$ cat src/rtl/if_stage.sv
// rtl/if_stage.sv - instruction fetch stage: PC, credit-limited IMEM requests, instruction queue
// Optional IF_BYPASS_EN: a response arriving at an empty queue is presented to decode in the same cycle.
module if_stage #(
  parameter int unsigned           DATA_WIDTH = 32,
  parameter int unsigned           ADDR_WIDTH = 32,
  parameter logic [ADDR_WIDTH-1:0] RESET_PC   = '0,
  parameter int unsigned           FIFO_DEPTH = 2
) (
  input  logic                  clk,
  input  logic                  arst_n,
  output logic                  imem_req_valid,
  input  logic                  imem_req_ready,
  output logic [ADDR_WIDTH-1:0] imem_req_addr,
  input  logic                  imem_rsp_valid,
  input  logic [DATA_WIDTH-1:0] imem_rsp_data,
  input  logic                  redirect_en,
  input  logic [ADDR_WIDTH-1:0] redirect_pc,
  input  logic                  stall,
  output logic                  inst_valid,
  output logic [DATA_WIDTH-1:0] inst,
  output logic [ADDR_WIDTH-1:0] inst_pc
);

  localparam int unsigned PW = $clog2(FIFO_DEPTH);
  localparam int unsigned CW = PW + 1;
  localparam logic [DATA_WIDTH-1:0] NOP = DATA_WIDTH'(32'h0000_0013);
  localparam logic [CW:0] DEPTH_C = (CW + 1)'(FIFO_DEPTH);

  typedef enum logic [1:0] {BOOT, RUN, DRAIN} state_e;

  state_e                state_q, state_d;
  logic [ADDR_WIDTH-1:0] fetch_pc_q, fetch_pc_d;
  logic [CW-1:0]         outstanding_q, outstanding_d;
  logic [CW-1:0]         drop_q, drop_d;
  logic [CW-1:0]         count_q, count_d;
  logic [PW-1:0]         rd_ptr_q, rd_ptr_d, wr_ptr_q, wr_ptr_d;
  logic [PW-1:0]         tag_rd_ptr_q, tag_rd_ptr_d, tag_wr_ptr_q, tag_wr_ptr_d;
  logic [DATA_WIDTH-1:0] data_q [FIFO_DEPTH];
  logic [DATA_WIDTH-1:0] data_d [FIFO_DEPTH];
  logic [ADDR_WIDTH-1:0] pc_q   [FIFO_DEPTH];
  logic [ADDR_WIDTH-1:0] pc_d   [FIFO_DEPTH];
  logic [ADDR_WIDTH-1:0] tag_q  [FIFO_DEPTH];
  logic [ADDR_WIDTH-1:0] tag_d  [FIFO_DEPTH];

  logic credit, accept, rsp_live, bypass, push, pop;
  logic unused_redirect_lsbs;

  assign unused_redirect_lsbs = ^redirect_pc[1:0];
  assign imem_req_addr        = fetch_pc_q;

  always_comb begin
    state_d       = state_q;
    fetch_pc_d    = fetch_pc_q;
    outstanding_d = outstanding_q;
    drop_d        = drop_q;
    count_d       = count_q;
    rd_ptr_d      = rd_ptr_q;
    wr_ptr_d      = wr_ptr_q;
    tag_rd_ptr_d  = tag_rd_ptr_q;
    tag_wr_ptr_d  = tag_wr_ptr_q;
    data_d        = data_q;
    pc_d          = pc_q;
    tag_d         = tag_q;

    // In-flight requests plus buffered entries never exceed the queue size.
    credit         = ({1'b0, outstanding_q} + {1'b0, count_q}) < DEPTH_C;
    imem_req_valid = (state_q != BOOT) && !redirect_en && credit;
    accept         = imem_req_valid && imem_req_ready;
    rsp_live       = imem_rsp_valid && !redirect_en && (drop_q == '0);
`ifdef IF_BYPASS_EN
    bypass         = rsp_live && (count_q == '0);
`else
    bypass         = 1'b0;
`endif

    inst_valid = 1'b0;
    inst       = NOP;
    inst_pc    = '0;
    if (count_q != '0) begin
      inst_valid = 1'b1;
      inst       = data_q[rd_ptr_q];
      inst_pc    = pc_q[rd_ptr_q];
    end else if (bypass) begin
      inst_valid = 1'b1;
      inst       = imem_rsp_data;
      inst_pc    = tag_q[tag_rd_ptr_q];
    end

    pop  = (count_q != '0) && !stall && !redirect_en;
    push = rsp_live && !(bypass && !stall);

    if (push) begin
      data_d[wr_ptr_q] = imem_rsp_data;
      pc_d[wr_ptr_q]   = tag_q[tag_rd_ptr_q];
      wr_ptr_d         = wr_ptr_q + 1'b1;
    end
    if (pop) rd_ptr_d = rd_ptr_q + 1'b1;
    count_d = count_q + CW'(push) - CW'(pop);

    if (accept) begin
      tag_d[tag_wr_ptr_q] = fetch_pc_q;
      tag_wr_ptr_d        = tag_wr_ptr_q + 1'b1;
      fetch_pc_d          = fetch_pc_q + ADDR_WIDTH'(4);
    end
    if (rsp_live) tag_rd_ptr_d = tag_rd_ptr_q + 1'b1;
    outstanding_d = outstanding_q + CW'(accept) - CW'(imem_rsp_valid);
    if (imem_rsp_valid && (drop_q != '0)) drop_d = drop_q - CW'(1);

    // Redirect flushes everything; responses still in flight become stale and are dropped.
    if (redirect_en) begin
      fetch_pc_d   = {redirect_pc[ADDR_WIDTH-1:2], 2'b00};
      drop_d       = outstanding_q - CW'(imem_rsp_valid);
      count_d      = '0;
      rd_ptr_d     = '0;
      wr_ptr_d     = '0;
      tag_rd_ptr_d = '0;
      tag_wr_ptr_d = '0;
    end

    case (state_q)
      BOOT:    state_d = RUN;
      RUN:     if (redirect_en && (drop_d != '0)) state_d = DRAIN;
      DRAIN:   if (drop_d == '0) state_d = RUN;
      default: state_d = BOOT;
    endcase
  end

  always_ff @(posedge clk or negedge arst_n) begin
    if (!arst_n) begin
      state_q       <= BOOT;
      fetch_pc_q    <= RESET_PC;
      outstanding_q <= '0;
      drop_q        <= '0;
      count_q       <= '0;
      rd_ptr_q      <= '0;
      wr_ptr_q      <= '0;
      tag_rd_ptr_q  <= '0;
      tag_wr_ptr_q  <= '0;
      data_q        <= '{default: '0};
      pc_q          <= '{default: '0};
      tag_q         <= '{default: '0};
    end else begin
      state_q       <= state_d;
      fetch_pc_q    <= fetch_pc_d;
      outstanding_q <= outstanding_d;
      drop_q        <= drop_d;
      count_q       <= count_d;
      rd_ptr_q      <= rd_ptr_d;
      wr_ptr_q      <= wr_ptr_d;
      tag_rd_ptr_q  <= tag_rd_ptr_d;
      tag_wr_ptr_q  <= tag_wr_ptr_d;
      data_q        <= data_d;
      pc_q          <= pc_d;
      tag_q         <= tag_d;
    end
  end

endmodule

$ cat config.mk
export PLATFORM = sky130hd
export DESIGN_NAME = if_stage
export DESIGN_NICKNAME = d
export VERILOG_FILES = /design/src/rtl/if_stage.sv
export SDC_FILE = /design/constraint.sdc
export NUM_CORES = 1
export LEC_CHECK = 0
export ABC_AREA = 1
export CAP_MARGIN = 20
export CORE_UTILIZATION = 38
export DETAILED_ROUTE_END_ITERATION = 10
export PLACE_DENSITY = 0.69
export SLEW_MARGIN = 10
export SYNTH_ARGS = -nofsm -noshare
export SYNTH_HDL_FRONTEND = slang
export SYNTH_SLANG_ARGS = --single-unit
$ cat constraint.sdc
create_clock -name clk -period 1.95 [get_ports clk]
set_input_delay 0.195 -clock clk [delete_from_list [all_inputs] [get_ports clk]]
set_output_delay 0.195 -clock clk [all_outputs]
set_load 0.005 [all_outputs]
; ---- Yosys cells after proc, flatten, opt, wreduce, memory -nomap -nowiden
; Cells that the tools add are included.
[classes]
add_sub_neg = 12
order_cmp = 7
n_eq_ne = 4
n_mux = 35
bitwise_logic = 4
n_reduce_logical = 24
[ops]
columns = operator, n
row1 = two-way mux 32 bit, 15
row2 = bitwise mux 64 bit, 3
row3 = demux 32 bit (select 1 bit), 2
row4 = adder 32 x 3 -> 32 bit (second input constant), 1
row5 = nonzero test 2 bit, 7
row6 = logical AND 1 bit, 11
row7 = two-way mux 2 bit, 5
row8 = two-way mux 1 bit, 9
row9 = >= comparator 2 bit (second input constant), 4
row10 = inverter 1 -> 2 bit, 4
row11 = zero test 2 bit, 3
row12 = case mux 2 bit (3 select lines), 1
row13 = subtractor 2 x 1 -> 2 bit, 3
row14 = adder 1 bit (second input constant), 4
row15 = adder 2 x 1 -> 2 bit, 2
row16 = less-than comparator 2 x 1 -> 1 bit (second input constant), 2
row17 = != test 2 bit (second input constant), 2
row18 = adder 2 x 2 -> 3 bit, 1
row19 = less-than comparator 3 x 2 -> 1 bit (second input constant), 1
row20 = == test 2 x 1 -> 1 bit (second input constant), 1
row21 = == test 2 bit (second input constant), 1
row22 = zero test 1 bit, 2
row23 = AND reduction 2 bit, 1
row24 = subtractor 2 x 1 -> 2 bit (second input constant), 1
[word_totals]
register_bits = 236
in_bits = 70
output_inout_bits = 98

; ---- Logic depth before layout (Yosys ltp)
; Gate-level depths: netlist of run 1.
[depth]
word_depth = 8
depth_mapped = 12
depth_no_buf = 11

; ---- Worst setup path before layout of run 1
; Ideal clock, no wire load.
[synth_path]
path_kind = reg-to-reg
start = register outstanding_q[0]
end = register outstanding_q[1]
arrival_ps = 1930
t_required_ps = 1827
path_slack_ps = -102
stages_incl_launch_ff = 12
n_path_buf = 0
path_cell_list = dfrtp_1 > nand2_1 > inv_1 > fa_1 > nor2_1 > nand2_1 > nor2_1 > nand2_2 > ha_1 > inv_1 > ha_1 > xnor2_1
[synth_via]
elab_chain_len = 6
[synth_lines]
columns = item, line_no
row1 = start: declaration, 33  ; logic [CW-1:0] outstanding_q, outstanding_d;
row2 = start signal: assignment, 145  ; outstanding_q <= outstanding_d;
row3 = adder 2 x 2 -> 3 bit, 66  ; credit = ({1'b0, outstanding_q} + {1'b0, count_q}) < DEPTH_C;
row4 = less-than comparator 3 x 2 -> 1 bit, 66
row5 = logical AND 1 bit, 67  ; imem_req_valid = (state_q != BOOT) && !redirect_en && credit;
row6 = named net imem_req_valid, 11  ; output logic imem_req_valid,
row7 = logical AND 1 bit, 68  ; accept = imem_req_valid && imem_req_ready;
row8 = adder 2 x 1 -> 2 bit, 106  ; outstanding_d = outstanding_q + CW'(accept) - CW'(imem_rsp_valid);
row9 = subtractor 2 x 1 -> 2 bit, 106
row10 = named net outstanding_d[1], 33
; The timed path passes the listed nets, and every way through them passes these cells.
; A chain may end at the register's enable or synchronous reset.

; ---- Final worst setup path of run 1
[layout_path]
start = register count_q[0]
end = register tag_q[45] in the netlist's numbering
[layout_via]
elab_chain_len = 4
[layout_lines]
columns = item, line_no
row1 = start: declaration, 35  ; logic [CW-1:0] count_q, count_d;
row2 = start signal: assignment, 147  ; count_q <= count_d;
row3 = adder 2 x 2 -> 3 bit, 66
row4 = less-than comparator 3 x 2 -> 1 bit, 66
row5 = logical AND 1 bit, 67
row6 = logical AND 1 bit, 68
row7 = end signal: assignment, 154  ; tag_q <= tag_d;
row8 = end: declaration, 42  ; logic [ADDR_WIDTH-1:0] tag_q [FIFO_DEPTH];
; Every way passes these cells.

==> results of run 1 <==
## through the flow
stage / area [um^2] / power [uW] / hold WS [ns] / TNS [ns]
floorplan: 11090 / 11280 / -0.1006 / -0.07289
global placement: 13230 / 13360 / 0.1540 / -7.668
detailed placement: 13230 / 13570 / 0.1575 / -9.267
CTS: 14850 / 19680 / 0.2232 / -28.15
global route: 15260 / 21590 / 0.2458 / -46.76
finish: 15260 / 20290 / 0.2361 / -30.49
## worst max-delay path, cell delays in order (launching register included)
cell and delay (ns):
dfrtp_1 0.38, nand2_1 0.08, inv_2 0.04, fa_1 0.46, nor2_1 0.11, nand2_1 0.10, buf_6 0.13, nor3_4 0.27
buf_6 0.16, nand2_8 0.11, clkbuf_16 0.21, nand2_4 0.06, o21ai_2 0.05
## layout make-up
| class | count | area share (%) |
|---|---|---|
| Sequential cell | 226 | 37.07 |
| Multi-Input combinational cell | 935 | 32.06 |
| Timing Repair Buffer | 258 | 18.15 |
| Clock buffer | 33 | 4.558 |
| Inverter | 141 | 3.583 |
| Tap cell | 384 | 3.148 |
| Clock inverter | 11 | 1.369 |
| Timing Repair inverter | 1 | 0.05739 |
## power breakdown
part | switching [uW] | internal (uW)
sequential | 1300 | 6670
combinational | 3790 | 3370
clock | 1880 | 3290
total | 6970 | 13300
## final timing paths
kind	start	cells past startpoint	to	slack, ns
setup reg to reg	count_q[0]$_DFF_PN0_	12	tag_q[45]$_DFFE_PN0P_	-0.33
max in group asynchronous	arst_n	3	data_q[62]$_DFFE_PN0P_	1.08
hold reg to reg	data_q[56]$_DFFE_PN0P_	2	data_q[56]$_DFFE_PN0P_	0.48
setup / recovery	count_q[0]$_DFF_PN0_	12	tag_q[45]$_DFFE_PN0P_	-0.33
min in group clk	redirect_pc[11]	3	imem_req_addr[11]$_DFFE_PN0P_	0.24
hold / removal	arst_n	2	data_q[9]$_DFFE_PN0P_	0.24
## routing by layer
metal | global-route usage (%) | vias up
met4 | 5.052 | 0
li1 | - | 4821
met1 | 28.18 | 4806
met2 | 33.95 | 379
met5 | 0 | -
met3 | 2.617 | 59
## cell usage after synthesis (all sizes together)
master  count  area [um^2]
conb        1        3.750
inv       140        525.5
nor2       77        306.5
o211ai      7        52.55
buf        49        390.4
o21ai     211         1236
fa          1        20.02
or2         1        6.260
dfrtp     226         5655
clkinv      1        3.750
a21oi      60        300.3
xor2        7        61.31
nand3      52        260.3
a31oi      30        187.7
clkbuf     28        105.1
nor3        3        31.28
xnor2       5        43.79
and2        2        12.51
ha          7        87.58
nand2     468         1784
## timing repair
| item | 4_1_cts | 5_1_grt |
|---|---|---|
| resized for setup | 339 | 112 |
| hold endpoints to repair | 50 | 0 |
| cloned | 13 | 7 |
| pin swaps | 14 | 9 |
| setup endpoints to repair | 184 | 154 |
| setup buffers | 26 | 11 |
| hold buffers | 1 | 0 |
## state kept, by name (all words and copies together), names as in the netlist, 2 cells and up
name / flops
pc_q: 60
count_q: 2
drop_q: 2
imem_req_addr: 30
data_q: 64
state_q: 2
tag_q: 60
outstanding_q: 2
## kinds of logic (layout without fill, tap and decap cells)
family                   Yosys count  after routing
AND/OR/NAND/NOR                  603            603
AO/OA/AOI/OAI                    308            308
flip-flops                       226            226
buffers and inverters            218            444
XOR/XNOR                          12             12
adder cells (fa/ha/maj)            8              8
other                              1              4
==> summary.txt, run 1 <==
GRT
  – First-pass GRT wire length: 49760 um
  – Grt ovf: 0
  – Largest net degree at the start of global routing: 66
  – Initial antenna violation count: 0
  – Gr usage total: 20.39%
  – Vias in the first global route: 9665

Worst setup path
  – CP required: 2.35 ns
  – Critical path capture point type: register
  – Worst-path fanout max: 7
  – WS Path Type: reg -> reg
  – Critical path startpoint category: register
  – Arr. time, crit path: 2.68 ns

Clock network
  – Cts bufs inserted: 25
  – CTS root buffer: clkbuf_16
  – CTS tree: done
  – H-tree depth: 1
  – Clock-pin slew on the worst setup and hold paths: 0.06 ns
  – Clock buffer depth: 3
  – Clk_lat worst skew: 0.52 ns
  – CTS sink cnt: 226

Status
  – Failing checks: negative setup slack
  – Status: finished, violations left

Die
  – Die Wd: 172.7 um
  – Core Area: 0.02870 mm^2
  – DIE AREA: 0.02983 mm^2
  – Die Ht: 172.7 um
  – # IOs: 168
  – Num rows: 62
  – Initial Util: 38.58%

Final layout
  – Most common cell after layout, fill and taps aside: nand2_1
  – Area of the multi-input gates: 0.004893 mm^2
  – Filler cells: 2578
  – Area growth syn-to-layout: 37.81%
  – Register area: 0.005658 mm^2
  – Share of layout cells above drive strength 1: 22.93%
  – Layout Cells excl Fill: 1989
  – Most frequent cells in the layout: 420 x nand2_1, 224 x dfrtp_1, 132 x inv_1
  – ANT cells: 0
  – Core Util, Final: 53.17%
  – Final nets: 1666

Route
  – DRT antenna net count: 0
  – First-pass detailed-route iteration total: 5
  – WL met1: 14030 um
  – DRC viols: 0
  – DR vias: 10065
  – Wire length per cell: 15.86 um
  – Met3 routed WL: 1905 um
  – Total Wirelength: 31550 um
  – DR iter-0 viols: 670
  – Uppermost layer routed: met4
  – Routed met2 length: 14880 um
  – Vias per cell: 5.060

Yosys
  – Adder-cell share of the synthesized area: 0.9716%
  – FF+latch count, synth: 226
  – Post-Synth Simple-Gate Area: 21.68%
  – Post-synthesis sequential area ratio: 51.07%
  – Fraction of synthesized cell area in xor and xnor cells: 0.9490%
  – Distinct cells, synth: 31
  – Ys Warns: 0
  – Post-Syn Area: 0.01107 mm^2
  – Multiplexer share of the synthesized area: 0%
  – Mapped Cells: 1376
  – Avg Cell Area, Syn: 8.048 um^2
  – Compound-Gate Fraction of Synth Area: 16.04%
  – Largest family of logic cells by synthesized area: simple AND/OR/NAND/NOR gates

STA
  – Final worst path period need: 2.285 ns
  – Fmax: 0.4377 GHz
  – Max Slew Vio Count: 0
  – Worst Clk Skew: 0.01433 ns
  – Ratio of final minimum period to clock period: 117.2%
  – Final setup violation count: 143
  – Setup ws final: -0.3347 ns
  – RSZ-0062 raised after global routing: yes
  – Final hold violation count: 0

Pwr
  – Leak Pwr: 0.007243 uW
  – Max IR drop VDD: 0.0007016 V
  – Power Dens Cells: 1330 mW/mm^2

Job
  – Max cap viols: 0

Hold path
  – Hold Path Class: in -> async

Placement
  – Dpl cells: 1892
  – Placed wire-length estimate: 18430 um
  – Port buffer count: 161
  – Final GP Congestion: 0.9067
  – Placement Setup Slack: -0.1505 ns
Power figures use the tool's default switching activity.
==> run 2, diff against run 1 <==
--- a/config.mk
+++ b/config.mk
@@ -9,7 +9,7 @@
 export CAP_MARGIN = 20
 export CORE_UTILIZATION = 38
 export DETAILED_ROUTE_END_ITERATION = 10
-export PLACE_DENSITY = 0.69
+export PLACE_DENSITY = 0.67
 export SLEW_MARGIN = 10
 export SYNTH_ARGS = -nofsm -noshare
 export SYNTH_HDL_FRONTEND = slang
==> constraint.sdc (replaced) <==
create_clock -name clk -period 2.6 [get_ports clk]
set_input_delay 0.26 -clock clk [delete_from_list [all_inputs] [get_ports clk]]
set_output_delay 0.26 -clock clk [all_outputs]
set_load 0.005 [all_outputs]
==> run 2 against run 1 <==
Net effect:
- the flow now finishes without violations
- non-clock buffer count decreased by 73
- hold slack improved by 0.065 ns
- worst setup slack improved by 0.45 ns
- sequential power decreased by 27%
- combinational power decreased by 42%
- flip-flop and latch count unchanged
- clock power decreased by 25%
- critical path depth decreased by 6
- first-iteration DRC count increased by 3.9%
- wire length decreased by 13%
- final area decreased by 8.9%
- utilization decreased by 4.7 points
==> summary.txt, run 2 (same netlist as run 1, synthesis figures left out) <==
Status
  – Status: complete, no violations

Route
  – First-pass detailed-route iteration total: 5
  – Vias per cell: 4.855
  – DRC viols: 0
  – Wire length per cell: 14.36 um
  – DR vias: 9303
  – DRT antenna net count: 0
  – Total Wirelength: 27520 um
  – DR iter-0 viols: 696

Worst setup path
  – Worst-path fanout max: 9
  – WS Path Type: reg -> out
  – Arr. time, crit path: 2.23 ns
  – Critical path startpoint category: register
  – Critical path capture point type: output pin
  – CP required: 2.34 ns

Final layout
  – Largest regs: data_q (64), pc_q (60), tag_q (60)
  – Layout Cells excl Fill: 1916
  – Area growth syn-to-layout: 25.56%
  – Most common cell after layout, fill and taps aside: nand2_1
  – ANT cells: 0
  – Max reg flops: 64
  – Final nets: 1593
  – Most flop-heavy register: data_q
  – Share of layout cells above drive strength 1: 9.204%
  – Filler cells: 2800
  – Most frequent cells in the layout: 461 x nand2_1, 225 x dfrtp_1, 159 x clkdlybuf4s50_1

Clock network
  – Clock-pin slew on the worst setup and hold paths: 0.06 ns
  – CTS tree: done
  – Clk_lat worst skew: 0.52 ns
  – H-tree depth: 1
  – CTS root buffer: clkbuf_16
  – Setup repair bufs after CTS: 0
  – Clock buffer depth: 3
  – CTS sink cnt: 226
  – Cts bufs inserted: 26

STA
  – Ratio of final minimum period to clock period: 95.65%
  – Final hold violation count: 0
  – Worst relative slew slack: 48.90%
  – Final worst path period need: 2.487 ns
  – Final setup violation count: 0
  – Final setup TNS: 0 ns
  – Worst Clk Skew: 0.006796 ns
  – Max Slew Vio Count: 0
  – Fmax: 0.4021 GHz
  – Worst slew pin tran: 0.7665 ns
  – RSZ-0062 raised after global routing: no

GRT
  – Largest net degree at the start of global routing: 89
  – Initial antenna violation count: 0
  – Vias in the first global route: 9126
  – First-pass GRT wire length: 46240 um
  – Gr usage total: 18.81%
  – Grt ovf: 0

Pwr
  – Register share of total power: 42.1%
  – Internal power: 9261 uW
  – Leak Pwr: 0.006452 uW
  – Power Dens Cells: 994.9 mW/mm^2
  – Tot Pwr: 13830 uW
  – Sw Share: 33.05%
  – Clock network power share: 28.0%
  – Gate power share: 29.9%
  – Max IR drop VDD: 0.0004916 V
  – NetSw: 4572 uW

Die
  – Num rows: 62
  – Initial Util: 38.58%
  – Die Ht: 172.7 um
  – Core Area: 0.02870 mm^2
  – Die Wd: 172.7 um
  – # IOs: 168
  – DIE AREA: 0.02983 mm^2

Placement
  – Dpl cells: 1870
  – Final GP Congestion: 0.9447
  – Port buffer count: 161
  – Placed wire-length estimate: 18290 um

Job
  – Max cap viols: 0

Hold path
  – Hold Path Class: in -> reg
## run 2: cell types whose count changed in the layout (fill, tap and decap cells not counted), sizes merged
cell,previous run,this run
buf,133,24
inv,143,141
clkdlybuf4s15,3,0
bufinv,6,4
dlygate4sd2,9,1
bufbuf,1,0
clkdlybuf4s50,96,159
clkbuf,48,36
clkinv,4,5
## run 2: worst paths after layout
kind | startpoint | to | slack [ns] | cells past startpoint
worst max-delay path | count_q[1]$_DFF_PN0_ | inst_pc[10] | 0.11 | 6
worst min-delay path | imem_rsp_data[11] | data_q[43]$_DFFE_PN0P_ | 0.30 | 3
worst max register to register | count_q[0]$_DFF_PN0_ | tag_q[29]$_DFFE_PN0P_ | 0.35 | 10
worst min register to register | data_q[50]$_DFFE_PN0P_ | data_q[50]$_DFFE_PN0P_ | 0.48 | 2
max in group asynchronous | arst_n | data_q[58]$_DFFE_PN0P_ | 1.47 | 3
min in group asynchronous | arst_n | data_q[17]$_DFFE_PN0P_ | 0.36 | 2
## run 2: cell type report
cell class                 count  area, um^2  area share [%]
timing repair buffer         185        1898           13.65
inverter                     141       529.3           3.806
clock inverter                 9       148.9           1.071
multi-input combinational    935        4422           31.80
clock buffer                  36       769.5           5.534
tap                          384       480.5           3.455
sequential                   226        5657           40.68
## run 2: routing by layer
metal | wire length (um) | part of all wire (%) | global-route usage [%]
met1 | 13050 | 47 | 26.36
met2 | 12640 | 46 | 30.98
met3 | 1366 | 5.0 | 2.463
met4 | 465 | 1.7 | 4.388
met5 | 0 | 0 | 0
## run 2: worst max-delay path, stage by stage (launching register included)
cell and delay [ns]:
dfrtp_1 0.42, nor2_2 0.08, inv_1 0.11, buf_4 0.18, o21ai_0 0.09, a21oi_1 0.26, clkdlybuf4s50_1 0.56
## run 2: repair_timing
action,in CTS,in global routing
gates cloned,0,0
hold endpoints to repair,83,0
gates resized for setup,5,3
endpoints found under the setup margin,5,6
hold buffers,1,0
## run 2: through the flow
stage,area (um^2),setup slack (ns),util [%],hold WS (ns)
after floorplan,11090,0.5480,-,-0.03559
after global placement,12950,0.4221,45.12,0.3249
after detailed placement,12950,0.4055,45.12,0.3329
after CTS,13890,0.03187,48.40,0.2793
after global routing,13900,0.002286,48.44,0.3048
final,13900,0.1131,48.44,0.3013
## run 2: power groups by stage
stage	sequential [uW]	clock, uW	combinational (uW)
after CTS	5810	3970	4180
after detailed placement	5860	0	4130
final	5820	3880	4140
after global placement	5800	0	4010
after global routing	6020	4120	4750
after floorplan	5660	0	2800
==> run 3, diff against run 2 <==
--- a/config.mk
+++ b/config.mk
@@ -6,7 +6,7 @@
 export NUM_CORES = 1
 export LEC_CHECK = 0
 export ABC_AREA = 1
-export CAP_MARGIN = 20
+export CAP_MARGIN = 40
 export CORE_UTILIZATION = 38
 export DETAILED_ROUTE_END_ITERATION = 10
 export PLACE_DENSITY = 0.67
==> results of run 3 <==
The final DEF is identical to that of run 2; final timing and power are the same.
